### config.mk
export PLATFORM = sky130hd
export DESIGN_NAME = ula
export DESIGN_NICKNAME = d
export VERILOG_FILES = /design/src/rtl/ula.sv
export SDC_FILE = /design/constraint.sdc
export NUM_CORES = 1
export LEC_CHECK = 0
export BUFFER_PORTS_ARGS = -buffer_cell sky130_fd_sc_hd__buf_2
export CORE_MARGIN = 3
export CORE_UTILIZATION = 40
export DETAILED_ROUTE_END_ITERATION = 10
export GPL_TIMING_DRIVEN = 0
export PLACE_DENSITY_LB_ADDON = 0.3
export SETUP_SLACK_MARGIN = 0.1
export SLEW_MARGIN = 0
export SYNTH_ARGS = -nofsm -noshare
export SYNTH_HDL_FRONTEND = slang
export SYNTH_SLANG_ARGS = --single-unit
### constraint.sdc
create_clock -name clk -period 6.6 [get_ports clk]
set_input_delay 0.33 -clock clk [delete_from_list [all_inputs] [get_ports clk]]
set_output_delay 0.33 -clock clk [all_outputs]
set_load 0.005 [all_outputs]
### src/rtl/ula.sv
// ---------------------------------------------------------------------------
// ula - 8-bit arithmetic/logic unit for the Redux-V datapath.
//
// Combines two register operands with one of ten operations. The result and
// its zero flag are captured on every rising clock edge, which gives one
// cycle of latency. There is no enable and no handshake, so a new result is
// taken on every edge.
//
// Ports
//   clk     in   1  clock; all state changes on the rising edge
//   rst_n   in   1  synchronous active-low reset (S <= 0, ZERO <= 1)
//   A       in   8  operand R[A], unsigned
//   B       in   8  operand R[B], unsigned; also the shift/rotate amount
//   Seletor in   4  operation code (0..9 defined, 10..15 yield zero)
//   S       out  8  registered result
//   ZERO    out  1  registered flag, 1 when S == 8'h00
//
// Operation codes
//   0 NOT  ~A            5 SUB  (A - B) mod 256
//   1 AND  A & B         6 SLR  A << B, B >= 8 -> 0
//   2 OR   A | B         7 SRR  A >> B, B >= 8 -> 0
//   3 XOR  A ^ B         8 MUL  (A * B) mod 256
//   4 ADD  (A + B) mod 256   9 ROL  rotate A left by B[2:0]
// ---------------------------------------------------------------------------
module ula (
  input  logic       clk,
  input  logic       rst_n,
  input  logic [7:0] A,
  input  logic [7:0] B,
  input  logic [3:0] Seletor,
  output logic [7:0] S,
  output logic       ZERO
);

  localparam logic [3:0] OP_NOT = 4'd0;
  localparam logic [3:0] OP_AND = 4'd1;
  localparam logic [3:0] OP_OR  = 4'd2;
  localparam logic [3:0] OP_XOR = 4'd3;
  localparam logic [3:0] OP_ADD = 4'd4;
  localparam logic [3:0] OP_SUB = 4'd5;
  localparam logic [3:0] OP_SLR = 4'd6;
  localparam logic [3:0] OP_SRR = 4'd7;
  localparam logic [3:0] OP_MUL = 4'd8;
  localparam logic [3:0] OP_ROL = 4'd9;

  logic [7:0]  w_sum;
  logic [7:0]  w_diff;
  logic [15:0] w_prod;
  logic [15:0] w_rol_wide;
  logic [7:0]  w_rol;
  logic        w_big_shift;
  logic [7:0]  w_shl;
  logic [7:0]  w_shr;
  logic [7:0]  w_result;

  logic [7:0]  r_s;
  logic        r_zero;

  // Carry and borrow are simply dropped by the 8-bit destination width.
  assign w_sum  = A + B;
  assign w_diff = A - B;

  // Full 16-bit product; only the low byte is used.
  assign w_prod = {8'h00, A} * {8'h00, B};

  // Any amount with a bit set above bit 2 pushes every bit of A out.
  assign w_big_shift = |B[7:3];
  assign w_shl       = w_big_shift ? 8'h00 : (A << B[2:0]);
  assign w_shr       = w_big_shift ? 8'h00 : (A >> B[2:0]);

  // Rotate by B mod 8: shift a doubled copy of A and keep the upper byte,
  // so the bits leaving the top re-enter at the bottom.
  assign w_rol_wide = {A, A} << B[2:0];
  assign w_rol      = w_rol_wide[15:8];

  always_comb begin
    w_result = 8'h00;
    case (Seletor)
      OP_NOT:  w_result = ~A;
      OP_AND:  w_result = A & B;
      OP_OR:   w_result = A | B;
      OP_XOR:  w_result = A ^ B;
      OP_ADD:  w_result = w_sum;
      OP_SUB:  w_result = w_diff;
      OP_SLR:  w_result = w_shl;
      OP_SRR:  w_result = w_shr;
      OP_MUL:  w_result = w_prod[7:0];
      OP_ROL:  w_result = w_rol;
      default: w_result = 8'h00;
    endcase
  end

  // ZERO is taken from the value being captured now, so it always matches
  // the S presented alongside it.
  always_ff @(posedge clk) begin
    if (!rst_n) begin
      r_s    <= 8'h00;
      r_zero <= 1'b1;
    end else begin
      r_s    <= w_result;
      r_zero <= (w_result == 8'h00);
    end
  end

  assign S    = r_s;
  assign ZERO = r_zero;

endmodule

==> summary.md <==
| Metric | Value |
|---|---|
| CP arrival | 5.02 ns |
| Max_slew headroom | 35.6% |
| Routed vias | 3003 |
| Worst hold-check path type | in2reg |
| Final ANT Viol Nets | 0 |
| Power Dens Cells | 130 nW/µm² |
| Worst-Margin Slew | 0.953 ns |
| CTS buffer count | 3 |
| Outcome | finished, final reports clean |
| Initial Util | 41.4% |
| Detailed Place HPWL | 7570 µm |
| Die area | 8630 µm² |
| CTS sink count | 9 |
| CP cell instances | buf_2 -> buf_2 -> buf_1 -> nand2_1 -> fa_1 -> fa_1 -> inv_1 -> fa_1 -> inv_1 -> fa_1 -> inv_1 -> ha_1 -> a21oi_1 -> xnor2_1 -> xnor2_1 -> a221oi_1 -> a41o_1 |
| Synthesized netlist cell count | 385 |
| Bufs and invs on worst path | 6 |
| CP Class | in2reg |
| Share of cells above drive strength 1 | 17.4% |
| Syn_nets | 461 |
| CTS tree | yes |
| Routed WL | 9310 µm |
| Post-Layout Cell Count | 518 |
| Clk root buf | clkbuf_8 |
| Vias in the first global route | 2900 |
| Post-synth EDFFs | 0 |
| Final setup viols | 0 |
| WHS | 0.504 ns |
| CP Capture Type | flip-flop |
| RSZ-0062 raised after global routing | false |
| Design area | 3340 µm² |
| Post-layout min period | 4.85 ns |
| FMAX | 0.206 GHz |
| Initial antenna violation count | 0 |
| GP Congestion | 0.996 |
| Area after DPL | 3300 µm² |
| Distinct cell type count after synthesis | 70 |
| Resize count post-CTS | 0 |
| # IOs | 31 |
| Synth Area per Inst | 7.85 µm² |
| CP Max Fanout | 10 |
| Routed len/inst | 18.0 µm |
| Top cell family by delay on the critical path | adder cells |
| Number of port buffers | 30 |
| TNS Setup | 0 ns |
| Yosys reg bits | 9 |
| Iter 0 DRT Violations | 328 |
| Max-slew violations | 0 |
| Main synth FF type | dfxtp_1 |
| GR Overflow Total | 0 |
| DRT Pass-1 Iters | 5 |
| Via-to-Cell Ratio | 5.80 |
| Slowest-stage cell, CP | fa_1 |
| Placed cell count | 514 |
| Hold Vio Cnt, Final | 0 |
| Core area | 7290 µm² |
| Slowest stage delay, CP | 0.55 ns |
| Period utilization | 73.5% |
| Post-Syn Area | 3020 µm² |
| Total of max-cap violations | 0 |
| Layout area overhead | 10.6% |
| Leak Pwr | 1.58 nW |
| Seq/Total Area, Yosys | 5.96% |
| CP dominant cell by count | fa_1 |
| Yosys warns | 0 |
| Core Rows | 31 |
| Largest net degree at the start of global routing | 12 |
| Synth async-reset ratio | 0% |
| DIE HEIGHT | 92.9 µm |
| Maximum vdd drop | 0.0000480 V |
| NumNets Final | 496 |
| Clk slew on worst S/H paths | 0.04 ns |
| GR Util All Layers | 21.7% |
| Fill count | 790 |
| Hold_buf cts | 0 |
| Ant diodes | 0 |
| Die Wd | 92.9 µm |
| Register Area | 180 µm² |
| Drt drc | 0 |
| H-tree Lvls | 1 |
| First-pass GRT wire length | 14700 µm |
| Clk buf depth | 2 |
| Fin util | 45.8% |
| CP Launch Type | primary input |
| Critical Path RT | 6.77 ns |
| Post-CTS Setup Repair Bufs | 0 |
| Multi-input gate area | 2530 µm² |
## per-stage QoR
step	power [mW]	setup WS (ns)
finish	0.434	1.75
CTS	0.433	1.81
floorplan	0.285	2.41
global route	0.469	1.58
global placement	0.362	1.58
detailed placement	0.369	1.60
## Yosys cell counts (6+ instances only)
cell	count	area share [%]
ha_1	41	17
inv_1	47	5.8
nand2b_1	6	1.2
dfxtp_1	9	6.0
mux2i_1	14	4.6
xnor2_1	22	6.4
buf_6	6	2.2
mux2_2	8	3.0
nand2_1	44	5.5
buf_2	8	1.3
a21oi_1	14	2.3
nor2_1	38	4.7
fa_1	13	8.6
o211ai_1	8	2.0
o21ai_0	8	1.3
## registers in the layout, indices dropped and copies added (netlist names)
| name | flops |
|---|---|
| S | 8 |
| ZERO | 1 |
## worst paths after layout
check | cells after the start | startpoint | endpoint | slack [ns]
worst max-delay path | 17 | B[2] | ZERO$_SDFF_PN1_ | 1.75
worst min-delay path | 3 | rst_n | S[3]$_SDFF_PN0_ | 0.50
## cell families (layout without fill, tap and decap cells)
family / Yosys count / count (layout) / synth area share, %
DFF: 9 / 9 / 5.96
xor gates and xnor gates: 26 / 26 / 7.54
buffers and inverters: 67 / 101 / 10.3
AOI/OAI and AO/OA: 75 / 75 / 18.2
muxes: 28 / 28 / 11.3
and+or+nand+nor: 126 / 126 / 21.1
adders and majority gates: 54 / 54 / 25.6
## per-layer routing
metal  global-route usage [%]  up-vias  routed length [µm]
met4                     7.20        0                 258
met5                        0        -                   0
met3                     1.54       21                 870
met2                     34.0      179                4070
met1                     31.2     1389                4120
li1                         -     1414                   -
## report_power, final
part	leakage, nW	internal [mW]	total (mW)	switching (mW)
clock	0.0228	0.0418	0.0611	0.0192
sequential	0.0737	0.0585	0.0592	0.000716
combinational	1.48	0.133	0.314	0.181
total	1.58	0.233	0.434	0.201
## cells in the final DEF (no fill, tap or decap), drive strengths merged, types with 3 or more instances in the layout
cell type and instances:
o21ai 9, buf 46, xnor2 22, inv 48, clkbuf 5, mux4 3, nor2b 4, dfxtp 9
nor2 38, a31oi 5, fa 13, o211ai 8, a22oi 6, nor3 6, nand2 45, o22ai 3
a21o 4, a32oi 3, xor2 4, or3 3, mux2 11, nor4b 3, nand2b 6, a21oi 14
a221oi 4, mux2i 14, ha 41
## area by class of cell
class	instances	share of cell area [%]
clock buffers	4	1.35
plain buffers	17	3.67
well taps	99	3.71
inverters	50	5.62
multi-input cells	309	75.8
repair buffers	30	4.49
flip-flops and latches	9	5.39
## tightest hold or removal path, delay by kind of cell
family	cells	cell delay, ns
buffers and inverters	1	0.08
and+or+nand+nor	2	0.29
Note: power is estimated with default switching activity, not from simulation.
